===== config.mk =====
export PLATFORM = sky130hd
export DESIGN_NAME = rl_traceback
export DESIGN_NICKNAME = d
export VERILOG_FILES = /design/src/rtl/rl_traceback.sv
export SDC_FILE = /design/constraint.sdc
export NUM_CORES = 1
export LEC_CHECK = 0
export BUFFER_PORTS_ARGS = -buffer_cell sky130_fd_sc_hd__buf_2
export CAP_MARGIN = 5
export CORE_UTILIZATION = 55
export CTS_CLUSTER_DIAMETER = 100
export DETAILED_ROUTE_END_ITERATION = 8
export GPL_ROUTABILITY_DRIVEN = 0
export PLACE_DENSITY = 0.79
export SYNTH_ARGS = -nofsm -noshare
export SYNTH_HDL_FRONTEND = slang
export SYNTH_SLANG_ARGS = --single-unit

===== constraint.sdc =====
create_clock -name clk -period 4.2 [get_ports clk]
set_input_delay 0 -clock clk [delete_from_list [all_inputs] [get_ports clk]]
set_output_delay 0 -clock clk [all_outputs]
set_load 0.02 [all_outputs]

===== src/rtl/rl_traceback.sv =====
// rl_traceback: buffers the alignment array's per-cell edge vectors and walks them
// from the bottom-right cell back to the origin, streaming one op per handshake.
module rl_traceback #(
    parameter int NUM_SYMBOLS = 4,
    parameter int SEQ_LEN     = 5,
    parameter int IDX_W       = $clog2(SEQ_LEN)
) (
    input  logic             clk,
    input  logic             rst_n,
    input  logic             wr_en,
    input  logic [IDX_W-1:0] wr_row,
    input  logic [IDX_W-1:0] wr_col,
    input  logic [2:0]       wr_edge,
    input  logic             start,
    output logic             busy,
    output logic             done,
    output logic             err,
    output logic             op_valid,
    input  logic             op_ready,
    output logic [1:0]       op_code,
    output logic [IDX_W-1:0] op_row,
    output logic [IDX_W-1:0] op_col
);

    typedef enum logic [1:0] {S_IDLE, S_WALK, S_DONE} state_t;

    localparam logic [1:0]       OP_DIAG  = 2'b00;
    localparam logic [1:0]       OP_HOR   = 2'b01;
    localparam logic [1:0]       OP_VER   = 2'b10;
    localparam logic [1:0]       OP_END   = 2'b11;
    localparam logic [IDX_W-1:0] LAST_IDX = IDX_W'(SEQ_LEN - 1);

    if (NUM_SYMBOLS < 1 || SEQ_LEN < 2) begin : g_param_check
        $error("rl_traceback: unsupported NUM_SYMBOLS/SEQ_LEN");
    end

    state_t           state, state_nx;
    logic [2:0]       mem [SEQ_LEN][SEQ_LEN];
    logic             wr_in_range;

    logic [IDX_W-1:0] tgt_row, tgt_col;
    logic [2:0]       cell_edge, masked;
    logic             at_origin, dead_end;
    logic [1:0]       tgt_code;

    logic             busy_nx, done_nx, err_nx, op_valid_nx;
    logic [1:0]       op_code_nx;
    logic [IDX_W-1:0] op_row_nx, op_col_nx;

    assign wr_in_range = (32'(wr_row) < SEQ_LEN) && (32'(wr_col) < SEQ_LEN);

    // Edge matrix only accepts writes between walks so a walk sees a frozen matrix.
    always_ff @(posedge clk) begin
        if (!rst_n) begin
            for (int r = 0; r < SEQ_LEN; r++) begin
                for (int c = 0; c < SEQ_LEN; c++) begin
                    mem[r][c] <= 3'b000;
                end
            end
        end else if (state == S_IDLE && wr_en && wr_in_range) begin
            mem[wr_row][wr_col] <= wr_edge;
        end
    end

    // The op register always holds the current cursor; the target is the cell the
    // next op will leave, i.e. the start corner or the neighbour the current op points to.
    always_comb begin
        tgt_row = op_row;
        tgt_col = op_col;
        if (state == S_IDLE) begin
            tgt_row = LAST_IDX;
            tgt_col = LAST_IDX;
        end else begin
            case (op_code)
                OP_DIAG: begin
                    tgt_row = op_row - IDX_W'(1);
                    tgt_col = op_col - IDX_W'(1);
                end
                OP_HOR:  tgt_col = op_col - IDX_W'(1);
                OP_VER:  tgt_row = op_row - IDX_W'(1);
                default: ;
            endcase
        end
    end

    // Forward a same-cycle write so a start issued alongside it sees the new edge.
    always_comb begin
        cell_edge = mem[tgt_row][tgt_col];
        if (state == S_IDLE && wr_en && wr_row == tgt_row && wr_col == tgt_col) begin
            cell_edge = wr_edge;
        end
        masked = cell_edge;
        if (tgt_row == '0) begin
            masked[1] = 1'b0;
            masked[0] = 1'b0;
        end
        if (tgt_col == '0) begin
            masked[2] = 1'b0;
            masked[1] = 1'b0;
        end
        at_origin = (tgt_row == '0) && (tgt_col == '0);
        dead_end  = !at_origin && (masked == 3'b000);
        if (at_origin)      tgt_code = OP_END;
        else if (masked[1]) tgt_code = OP_DIAG;
        else if (masked[2]) tgt_code = OP_HOR;
        else                tgt_code = OP_VER;
    end

    always_comb begin
        state_nx    = state;
        busy_nx     = busy;
        done_nx     = 1'b0;
        err_nx      = 1'b0;
        op_valid_nx = op_valid;
        op_code_nx  = op_code;
        op_row_nx   = op_row;
        op_col_nx   = op_col;
        case (state)
            S_IDLE: begin
                if (start) begin
                    if (dead_end) begin
                        err_nx = 1'b1;
                    end else begin
                        state_nx    = S_WALK;
                        busy_nx     = 1'b1;
                        op_valid_nx = 1'b1;
                        op_code_nx  = tgt_code;
                        op_row_nx   = tgt_row;
                        op_col_nx   = tgt_col;
                    end
                end
            end
            S_WALK: begin
                if (op_valid && op_ready) begin
                    if (op_code == OP_END) begin
                        state_nx    = S_DONE;
                        busy_nx     = 1'b0;
                        done_nx     = 1'b1;
                        op_valid_nx = 1'b0;
                    end else if (dead_end) begin
                        state_nx    = S_IDLE;
                        busy_nx     = 1'b0;
                        err_nx      = 1'b1;
                        op_valid_nx = 1'b0;
                    end else begin
                        op_code_nx  = tgt_code;
                        op_row_nx   = tgt_row;
                        op_col_nx   = tgt_col;
                    end
                end
            end
            S_DONE: begin
                state_nx = S_IDLE;
            end
            default: begin
                state_nx    = S_IDLE;
                busy_nx     = 1'b0;
                op_valid_nx = 1'b0;
            end
        endcase
    end

    always_ff @(posedge clk) begin
        if (!rst_n) begin
            state    <= S_IDLE;
            busy     <= 1'b0;
            done     <= 1'b0;
            err      <= 1'b0;
            op_valid <= 1'b0;
            op_code  <= 2'b00;
            op_row   <= '0;
            op_col   <= '0;
        end else begin
            state    <= state_nx;
            busy     <= busy_nx;
            done     <= done_nx;
            err      <= err_nx;
            op_valid <= op_valid_nx;
            op_code  <= op_code_nx;
            op_row   <= op_row_nx;
            op_col   <= op_col_nx;
        end
    end

endmodule

==> run summary <==
Hold EP: mem[1][12]
Power per Cell Area: 683 nW/um^2
Total negative slack: 0 ns
Synthesized area: 5800 um^2
Syn Inst Count: 527
Synth area leader: edfxtp_1
Area grow syn2layout: 17.6%
Fmax: 266 MHz
Largest net degree at the start of global routing: 45
Buf+Inv Stages, Crit Path: 0
DRC Markers: 0
Final Hold Fails: 0
Routed len/inst: 19.3 um
Post-Route Utilization: 0.664
Fillers: 780
Cell area after layout: 6820 um^2
RSZ-0062 raised after global routing: no
Total Routing Usage GR: 0.280
Initial antenna violation count: 0
Outcome: finished, final reports clean
CP required: 4.65 ns
Area fraction of the dominant cell type after synthesis: 0.539
HPWL after DPL: 9.66 mm
WP data arrival: 4.22 ns
Critical path's largest stage delay: 0.64 ns
Clk slew on worst S/H paths: 0.06 ns
Clk root buf: clkbuf_8
Cts bufs inserted: 17
Clock tree buffer depth: 2
Seq/Total Area, Yosys: 0.583
Die X: 105 um
ANT nets after route: 0
Core area: 10300 um^2
Crit Path Category: reg2reg
Worst-Skew Late Latency: 0.53 ns
Flops & latches, synth: 117
Vias: 4517
Avg Cell Area, Syn: 11.0 um^2
Distinct cells, synth: 75
First-pass GRT wire length: 22.8 mm
Hold Path Depth: 4
Htree depth: 4
I/O Buffers: 25
Reg2reg start: op_code[0]
CP cell instances: xor2_1, nor2_4, mux2i_1, mux4_2, a21boi_1, a211oi_2, a2111oi_4, o31a_1, mux2i_1
NumNets Final: 613
Worst-case reg-to-reg path depth: 9
Final Cycle Share: 0.897
DR pass1 iterations: 6
Initial DRC count: 663
Final Max Slew Viols: 0
Post-synth top flop: edfxtp_1
Slew headroom: 0.465
Synth top area cells: edfxtp_1, nand2_1, dfxtp_1
Top-Level Pins: 26
Vias in the first global route: 4309
Tot Pwr: 0.00466 W
Post-synth EDFFs: 104
CP Launch Type: flop
Most common cell on crit path: mux2i_1
Reg2Reg Capture Point: op_col[1]
Leak: 2.56 nW
Delay-heaviest family, CP: compound AO/OA/AOI/OAI gates
Initial core utilization: 0.564
R2R setup slack: 0.43 ns
CTS-repair resized insts: 0
Setup violators final: 0
Crit end category: flop
Row count: 37
Number of diodes: 0
Most frequent cells after synthesis: edfxtp_1, nand2_1, nor2_1
Die Area: 11000 um^2
Tmin final: 3.77 ns
Worst Tran Pin Value: 0.798 ns
Setup Skew: 0.00500 ns
VDD IR max: 0.266 mV
DIE HEIGHT: 105 um
Area of placed instances: 6110 um^2
Worst hold path startpoint: wr_col[0]
WL final: 14.4 mm
CTS tree: done
Clock sink total: 117
Post-DR vias/cell: 6.05
Yosys warns: 0
Max-cap violations: 0
CP Max Fanout: 23
Async SR Flop Fraction: 0
Worst min path class: in2reg
Share of cells above drive strength 1: 0.139
GRT overflow: 0
Critical path's slowest cell: dfxtp_1
[worst max path at each step]
| stage | from | slack (ns) | to | cells after the start |
|---|---|---|---|---|
| after CTS | op_code[0] | 0.46 | op_col[1] | 9 |
| final | op_code[0] | 0.43 | op_col[1] | 9 |
| after global placement | op_row[0] | 0.70 | op_row[1] | 11 |
| after detailed placement | state[0] | 0.57 | op_col[0] | 8 |
| after floorplan | op_row[0] | 1.19 | op_col[2] | 12 |
| after global routing | state[0] | 0.18 | op_col[1] | 8 |
[metal layers]
layer  vias to the layer above  track usage  part of all wire
li1                       2039            -                 -
met1                      2135        0.356              0.40
met2                       288        0.446              0.47
met3                        55       0.0848             0.098
met4                         0        0.120             0.037
met5                         -            0                 0
[placed cells by master, fill, tap and decap left out, drive strengths merged, types with 3 or more instances in the layout]
master	count
and3	11
a31o	3
nand3	13
a221o	3
nor3	7
inv	13
nand2	104
and2	4
xnor2	3
a21oi	12
bufinv	3
a22oi	3
a31oi	5
a221oi	3
or3	3
xor2	4
clkinv	7
nor4	3
dfxtp	13
dlygate4sd3	12
clkbuf	17
nand2b	8
mux2i	22
nor2b	5
o31ai	5
buf	32
o21a	5
edfxtp	104
nor2	68
mux2	3
conb	39
a211oi	10
o21ai	20
a311oi	6
[logic make-up (layout without fill, tap and decap cells)]
group / count (synthesis) / count (layout) / synth area share
AND/OR/NAND/NOR: 235 / 235 / 0.184
AO/OA/AOI/OAI: 97 / 97 / 0.125
flip-flops: 117 / 117 / 0.583
adder cells (fa/ha/maj): 2 / 2 / 0.00431
multiplexers: 27 / 27 / 0.0516
buffers and inverters: 41 / 86 / 0.0378
other: 1 / 39 / 0.000647
XOR/XNOR: 7 / 7 / 0.0132
[repair_timing]
item | in CTS | in global routing
hold buffers | 12 | 0
hold endpoints to repair | 24 | 0
buffers inserted | 0 | 0
setup endpoints to repair | 0 | 0
[state kept, by name (all words and copies together) (netlist names)]
name      cells
state         2
err           1
op_code       2
op_row        3
mem         104
done          1
op_valid      1
op_col        3
[tightest hold or removal path: cells and delay by family]
kind / cells / cell delay, ns
buf+inv: 1 / 0.13
simple gates: 3 / 0.24
[through the flow]
stage                     instances  worst slack (ns)  hold WS (ns)
after global placement          702             0.699         0.322
after detailed placement        702             0.566         0.322
after global routing            746             0.180        0.0431
final                           746             0.435       0.00772
after CTS                       746             0.462      0.000664
after floorplan                 565              1.19         0.169
[final cells by class]
| cell class | count | area, um^2 | area share |
|---|---|---|---|
| repair buffers | 44 | 298 | 0.0437 |
| clock inverters | 15 | 179 | 0.0262 |
| well taps | 136 | 170 | 0.0249 |
| inverters | 10 | 37.5 | 0.00550 |
| clock buffers | 17 | 414 | 0.0607 |
| multi-input cells | 407 | 2340 | 0.343 |
| flip-flops and latches | 117 | 3380 | 0.496 |
[power breakdown]
part / switching (W) / internal, W
registers: 0.0000974 / 0.00136
logic: 0.00110 / 0.000655
clock network: 0.000538 / 0.000906
total: 0.00174 / 0.00292
Power figures use the tool's default switching activity.
